### src/rtl/arb_pkg.sv
// Shared types and helpers for the round-robin hold arbiter.
package arb_pkg;

    typedef enum logic {
        ST_IDLE = 1'b0,
        ST_HOLD = 1'b1
    } arb_state_t;

    localparam int DEF_N        = 4;
    localparam int DEF_MAX_HOLD = 8;

    // One-hot vector for a requester index; wide enough for the largest N (16).
    function automatic logic [15:0] onehot_of(input logic [3:0] idx);
        logic [15:0] oh;
        oh      = '0;
        oh[idx] = 1'b1;
        return oh;
    endfunction

endpackage

### src/rtl/rr_priority_pick.sv
// Combinational rotating priority encoder: first set request at or after ptr, with wrap.
module rr_priority_pick #(
    parameter  int N   = 4,
    localparam int IDW = $clog2(N)
) (
    input  logic [N-1:0]   req,
    input  logic [IDW-1:0] ptr,
    output logic           valid,
    output logic [IDW-1:0] idx
);

    // Scan from the farthest offset down to ptr so the nearest request wins last.
    always_comb begin : pick
        int pos;
        valid = 1'b0;
        idx   = '0;
        pos   = 0;
        for (int k = N - 1; k >= 0; k--) begin
            pos = int'(ptr) + k;
            if (pos >= N) begin
                pos = pos - N;
            end
            if (req[pos[IDW-1:0]]) begin
                valid = 1'b1;
                idx   = pos[IDW-1:0];
            end
        end
    end

endmodule

### src/rtl/rr_hold_arbiter.sv
// Round-robin arbiter: grants one requester, holds until done or a hold timeout.
//
//   state   | meaning
//   --------+-------------------------------------------------------------
//   ST_IDLE | no owner; a pending request is granted at the next edge
//   ST_HOLD | owner granted; wait for done, force release at MAX_HOLD
module rr_hold_arbiter
    import arb_pkg::*;
#(
    parameter  int N        = DEF_N,
    parameter  int MAX_HOLD = DEF_MAX_HOLD,
    localparam int IDW      = $clog2(N)
) (
    input  logic           clk,
    input  logic           rst,
    input  logic [N-1:0]   req,
    input  logic           done,
    output logic [N-1:0]   gnt,
    output logic [IDW-1:0] gnt_id,
    output logic           busy,
    output logic           timeout,
    output logic           timeout_seen
);

    arb_state_t     state, state_next;
    logic [IDW-1:0] ptr, ptr_next;
    logic [IDW-1:0] id_next;
    logic [7:0]     hold_cnt, hold_cnt_next;
    logic [N-1:0]   gnt_next;
    logic           timeout_next;
    logic           seen_next;
    logic           pick_valid;
    logic [IDW-1:0] pick_idx;

    rr_priority_pick #(.N(N)) u_pick (
        .req   (req),
        .ptr   (ptr),
        .valid (pick_valid),
        .idx   (pick_idx)
    );

    // Next-state, grant and flag decisions; every output is registered below.
    always_comb begin
        state_next    = state;
        ptr_next      = ptr;
        id_next       = gnt_id;
        hold_cnt_next = hold_cnt;
        timeout_next  = 1'b0;
        seen_next     = timeout_seen;
        gnt_next      = '0;

        unique case (state)
            ST_IDLE: begin
                id_next = '0;
                if (pick_valid) begin
                    state_next    = ST_HOLD;
                    id_next       = pick_idx;
                    hold_cnt_next = 8'd1;
                end
            end
            ST_HOLD: begin
                if (done || (hold_cnt == 8'(MAX_HOLD))) begin
                    // done takes priority: a release on the last hold cycle is not a timeout
                    state_next    = ST_IDLE;
                    id_next       = '0;
                    hold_cnt_next = 8'd0;
                    ptr_next      = (gnt_id == IDW'(N - 1)) ? '0 : gnt_id + 1'b1;
                    if (!done) begin
                        timeout_next = 1'b1;
                        seen_next    = 1'b1;
                    end
                end else begin
                    hold_cnt_next = hold_cnt + 8'd1;
                end
            end
            default: begin
                state_next = ST_IDLE;
                id_next    = '0;
            end
        endcase

        if (state_next == ST_HOLD) begin
            gnt_next = N'(onehot_of(4'(id_next)));
        end
    end

    // State, pointer, counter and output registers.
    always_ff @(posedge clk or posedge rst) begin
        if (rst) begin
            state        <= ST_IDLE;
            ptr          <= '0;
            hold_cnt     <= 8'd0;
            gnt          <= '0;
            gnt_id       <= '0;
            timeout      <= 1'b0;
            timeout_seen <= 1'b0;
        end else begin
            state        <= state_next;
            ptr          <= ptr_next;
            hold_cnt     <= hold_cnt_next;
            gnt          <= gnt_next;
            gnt_id       <= id_next;
            timeout      <= timeout_next;
            timeout_seen <= seen_next;
        end
    end

    assign busy = |gnt;

endmodule

### config.mk
export PLATFORM = sky130hd
export DESIGN_NAME = rr_hold_arbiter
export DESIGN_NICKNAME = d
export VERILOG_FILES = /design/src/rtl/arb_pkg.sv /design/src/rtl/rr_priority_pick.sv /design/src/rtl/rr_hold_arbiter.sv
export SDC_FILE = /design/constraint.sdc
export NUM_CORES = 1
export LEC_CHECK = 0
export BUFFER_PORTS_ARGS = -buffer_cell sky130_fd_sc_hd__buf_2
export CAP_MARGIN = 20
export CORE_MARGIN = 3
export CORE_UTILIZATION = 36
export DETAILED_ROUTE_END_ITERATION = 6
export PLACE_DENSITY = 0.58
export RECOVER_POWER = 50
export SYNTH_ARGS = -nofsm -noshare
export SYNTH_HDL_FRONTEND = slang
export SYNTH_SLANG_ARGS = --single-unit
### constraint.sdc
create_clock -name clk -period 1.65 [get_ports clk]
set_clock_uncertainty 0.05 [all_clocks]
set_input_delay 0.33 -clock clk [delete_from_list [all_inputs] [get_ports clk]]
set_output_delay 0.33 -clock clk [all_outputs]
set_load 0.02 [all_outputs]
# Word level (Yosys, flattened, before mapping)
# Index checks and enable logic that the tools add are counted.
[op_classes] reduce_logical=5 addsub=9 eq_ne=3 n_bitwise=2 mux=36 magnitude_cmp=10
[op_table] operator="2-to-1 mux 2 bit" count=11
[op_table] operator="2-to-1 mux 8 bit" count=2
[op_table] operator="one-hot mux 8 bit (2 select lines)" count=1
[op_table] operator="2-to-1 mux 1 bit" count=14
[op_table] operator="< comparator 2 x 3 -> 1 bit (second input constant)" count=4
[op_table] operator=">= comparator 3 bit (second input constant)" count=3
[op_table] operator="adder 8 x 1 -> 8 bit (second input constant)" count=1
[op_table] operator="binary-select mux 1 bit (select 2 bit)" count=4
[op_table] operator="equality test 8 x 4 -> 1 bit (second input constant)" count=1
[op_table] operator="subtractor 2 x 1 -> 2 bit (second input constant)" count=4
[op_table] operator="adder 2 x 2 -> 3 bit (second input constant)" count=2
[op_table] operator="< comparator 2 x 5 -> 1 bit (second input constant)" count=1
[op_table] operator="2-to-1 mux 4 bit" count=1
[op_table] operator="one-hot mux 2 bit (2 select lines)" count=1
[op_table] operator="OR reduction 4 bit" count=1
[op_table] operator="adder 2 x 1 -> 3 bit (second input constant)" count=1
[op_table] operator=">= comparator 2 x 3 -> 1 bit (second input constant)" count=1
[op_table] operator="AND reduction 3 bit" count=1
[op_table] operator="adder 2 x 1 -> 2 bit (second input constant)" count=1
[op_table] operator="demux 1 bit (select 2 bit)" count=1
[op_table] operator="equality test 2 bit (second input constant)" count=1
[op_table] operator=">= comparator 2 x 1 -> 1 bit (second input constant)" count=1
[op_table] operator="inequality test 2 bit (second input constant)" count=1
[op_table] operator="inverter 1 bit" count=2
[op_table] operator="4 further kinds" count=4
[word_totals] inputBits=7 reg_bits=19

# Longest topological paths before layout
[depth] ltp_word=16 depth_mapped=8 ltp_nobuf=7

# Hierarchy
# Synthesis repeated with hierarchy kept, for this count alone.
[hier_totals] hier_cells=99 hier_area_um2=989.7
[modules_own_cells] mod="rr_hold_arbiter" instances=1 cells_per_inst=86 area_per_inst_um2=912.1
[modules_own_cells] mod="rr_priority_pick" instances=1 cells_per_inst=13 area_per_inst_um2=77.6

# Worst setup path before layout
# No wires, ideal clock.
[synth_timing] path_type="reg-to-reg" startpoint="register hold_cnt[4]" endpoint="register gnt[1]" path_stages_with_launch=7 n_path_buf=1 setup_slack_ns=-0.164 setup_time_ns=0.115 t_arrival_ns=1.648 cell_sequence="dfrtp_1 or4_4 nor3_2 nor2b_1 buf_6 a21o_1 nor2b_4"
[synth_via] elab_chain_cells=9
[synth_rtl] item="start: declaration" line_no="rr_hold_arbiter.sv:28" source="logic [7:0] hold_cnt, hold_cnt_next;"
[synth_rtl] item="start signal: assignment" line_no="rr_hold_arbiter.sv:100" source="hold_cnt <= hold_cnt_next;"
[synth_rtl] item="equality test 8 x 4 -> 1 bit (*)" line_no="rr_hold_arbiter.sv:62" source="if (done || (hold_cnt == 8'(MAX_HOLD))) begin"
[synth_rtl] item="logical OR 1 bit (*)" line_no="rr_hold_arbiter.sv:62"
[synth_rtl] item="2-to-1 mux 2 bit (*)" line_no="rr_hold_arbiter.sv:62"
[synth_rtl] item="one-hot mux 2 bit (2 select lines) (*)" line_no="rr_hold_arbiter.sv:52" source="unique case (state)"
[synth_rtl] item="named net id_next[0]" line_no="rr_hold_arbiter.sv:27" source="logic [IDW-1:0] id_next;"
[synth_rtl] item="< comparator 2 x 5 -> 1 bit (implied by the code) / >= comparator 2 x 1 -> 1 bit (equally long branches)" line_no="arb_pkg.sv:16" source="oh[idx] = 1'b1;"
[synth_rtl] item="logical AND 1 bit (implied by the code)" line_no="arb_pkg.sv:16"
[synth_rtl] item="2-to-1 mux 1 bit (implied by the code)" line_no="arb_pkg.sv:16"
[synth_rtl] item="demux 1 bit (select 2 bit) (*)" line_no="arb_pkg.sv:16"
[synth_rtl] item="2-to-1 mux 4 bit (*)" line_no="rr_hold_arbiter.sv:82" source="if (state_next == ST_HOLD) begin"
[synth_rtl] item="named net gnt_next[1]" line_no="rr_hold_arbiter.sv:29" source="logic [N-1:0] gnt_next;"
[synth_rtl] item="end signal: assignment" line_no="rr_hold_arbiter.sv:101" source="gnt <= gnt_next;"
[synth_rtl] item="end: declaration" line_no="rr_hold_arbiter.sv:18" source="output logic [N-1:0] gnt,"
# The timed path passes the listed nets; every way through them passes the cells marked *.
# A chain may end at the register's enable or synchronous reset.

# Final worst setup path
[layout_timing] startpoint="register hold_cnt[6]" endpoint="register ptr[1]"
[layout_via] elab_chain_cells=3
[layout_rtl] item="equality test 8 x 4 -> 1 bit" line_no="rr_hold_arbiter.sv:62"
[layout_rtl] item="logical OR 1 bit" line_no="rr_hold_arbiter.sv:62"
[layout_rtl] item="AND reduction 2 bit (no source line)"
[layout_rtl] item="end signal: assignment" line_no="rr_hold_arbiter.sv:99" source="ptr <= ptr_next;"
[layout_rtl] item="end: declaration" line_no="rr_hold_arbiter.sv:26" source="logic [IDW-1:0] ptr, ptr_next;"
# No other way between the ends.

==> out/metrics.cfg <==
[run_status]
outcome=complete, but fails checks
violations=setup timing

[synthesis]
yosys.area.top_type=dfrtp_1
async_flop_share=1.000
synthFlopType=dfrtp_1
synth_area_um2=985.9
ys_top_cells_by_area=dfrtp_1 (48%), o21ai_0 (5.6%), nor2_1 (4.6%), ha_1 (3.8%), nand2_1 (3.4%)
avgSynthCellArea_um2=9.859
synth_top_area_frac=0.4822
synth.distinct_cells=33
syn_nets=110
netlist_instances=100
yosysSeqAreaShare=0.4822
yosys_warnings=0
synth-edff-count=0
synth_seq_cells=19

[setup_path]
cp.required_ps=1790
critPathKind=flop to flop
rr_worst_depth=4
cp-end-kind=flop
critPathMaxFanout=2
cp.arrival_ps=1920
start_kind=flop

[grt]
grt_pass1_wl_um=3912
grt_antenna_before_repair=0
grt_max_degree=20
gr-usage-all-layers=0.1483
grt_pass1_vias=920
grt-ovfl-total=0

[floorplanning]
start_util=0.3874
core.rowCount=18
die_area_um2=3402
die-width_um=58.33
die_h_um=58.33
ios=16
core_um2=2545

[clock_tree]
htreeDepth=1
cts_root_buf=clkbuf_4
numCtsBuffers=3
path_clk_slew_ps=110
cts_tree=done
cts_sinks=19
clockBufferDepth=2
clock_latency_ps=290

[run]
cap_violations=0

[finish]
finalCoreUtilization=0.5374
final_cell_mix=buf_4 (20), dfrtp_1 (19), buf_2 (14)
area_growth_pct=38.71
fin_area_um2=1368
layout_commonest_cell=buf_4
n_antenna_cell=0
fin_cells=172
num-nets-final=153
seq_area_um2=475.5
fill_cells=247
multi_input_area_um2=539.3
drive_gt1_frac=0.4366

[placement]
dp.cells=163
place.detailed.hpwl_um=1641
portBuffers=15
place_area_um2=1241
gp_congestion=0.7363

[worst_hold_path]
hold_class=primary input to flop
holdPathStages=3

[routing]
wl_per_cell_um=12.61
vias=873
via_per_inst=5.076
drtPass1Iterations=2
route.detailed.drc=0
drt-initial-drc-count=14
final_antenna_net_count=0
totalWireLength_um=2169

[timing]
grt_setup_unrepaired=yes
final.period_utilization=1.077
min_period_ps=1777
layout_setup_ws_ps=-126.8
fmax_ghz=0.5628
slew_viol_final=0
setup_viol=15
hold_viol=0
slew_headroom=0.6484
worstMarginPinSlew_ps=523.3

[power_and_ir_drop]
p_per_area_nw_per_um2=1392
peakVddDrop_v=0.0008401
leakage_nw=0.6702

cells by family (layout without fill, tap and decap cells):
| logic type | Yosys count | in the layout | share of synthesized area |
|---|---|---|---|
| buffers and inverters | 6 | 48 | 0.03046 |
| AOI/OAI and AO/OA | 26 | 26 | 0.1840 |
| DFF | 19 | 19 | 0.4822 |
| adders and majority gates | 3 | 3 | 0.03808 |
| and+or+nand+nor | 43 | 43 | 0.2335 |
| xor gates and xnor gates | 1 | 1 | 0.008885 |
| muxes | 2 | 2 | 0.02284 |
area by class of cell:
type | count | area share
Sequential cell | 19 | 0.3477
Inverter | 5 | 0.01372
Clock buffer | 3 | 0.01647
Clock inverter | 1 | 0.003660
Tap cell | 30 | 0.02745
Timing Repair Buffer | 39 | 0.1967
Multi-Input combinational cell | 75 | 0.3943
worst paths after layout:
kind	start	endpoint	slack, ps
min in group asynchronous	rst	gnt[2]	610
worst min-delay path	done	ptr[0]	390
max in group asynchronous	rst	hold_cnt[1]	620
worst max register to register	hold_cnt[6]	ptr[1]	-130
worst max-delay path	hold_cnt[6]	ptr[1]	-130
worst min register to register	timeout_seen	timeout_seen	420
layer usage:
layer | GRT usage | vias to the layer above | share of wire
met2 | 0.2552 | 7 | 0.52
li1 | - | 432 | -
met1 | 0.1827 | 432 | 0.45
met4 | 0.05960 | 0 | 0.0069
met5 | 0 | - | 0
met3 | 0.02632 | 2 | 0.023
worst max-delay path, stage by stage (launching register included):
cell	delay, ps
dfrtp_1	400
or4_4	580
nor3_4	160
o21a_1	160
mux2_2	330
timing repair:
action,4_1_cts,5_1_grt
hold buffers,1,0
pin swaps,2,6
gates cloned,0,0
resized for setup,11,11
setup buffers,1,3
setup endpoints to repair,16,18
hold endpoints to repair,19,0
sequential cells by signal, summed over array words and instances, names as in the netlist:
name          cells
gnt_id            2
gnt               4
state             1
hold_cnt          8
timeout           1
timeout_seen      1
ptr               2
Yosys cell counts (2+ instances only):
cell type  count
nor3_1         3
nor4_1         2
or2_2          2
nor2_1        12
ha_1           3
nand2_1        9
dfrtp_1       19
inv_1          5
o21ai_0       11
nor2b_1        3
nand2b_1       4
a21oi_1        4
mux2_2         2
a31oi_1        2
per-stage QoR:
step / TNS (ps) / setup slack, ps / power [mW] / hold WS, ps
after floorplan: -366.9 / -85.57 / 1.226 / 231.1
after global placement: -806.8 / -95.10 / 1.511 / 307.7
after detailed placement: -1301 / -140.4 / 1.531 / 312.4
after CTS: -1396 / -154.3 / 1.830 / 387.9
after global routing: -2185 / -189.4 / 2.051 / 408.7
final: -1209 / -126.8 / 1.903 / 392.7
report_power, final:
| part | total (mW) | leakage [nW] | internal, mW | switching (mW) |
|---|---|---|---|---|
| clock network | 0.235 | 0.0177 | 0.0902 | 0.145 |
| registers | 0.708 | 0.249 | 0.587 | 0.121 |
| logic | 0.960 | 0.403 | 0.484 | 0.475 |
| total | 1.90 | 0.670 | 1.16 | 0.741 |
(Power assumes the default switching activity.)
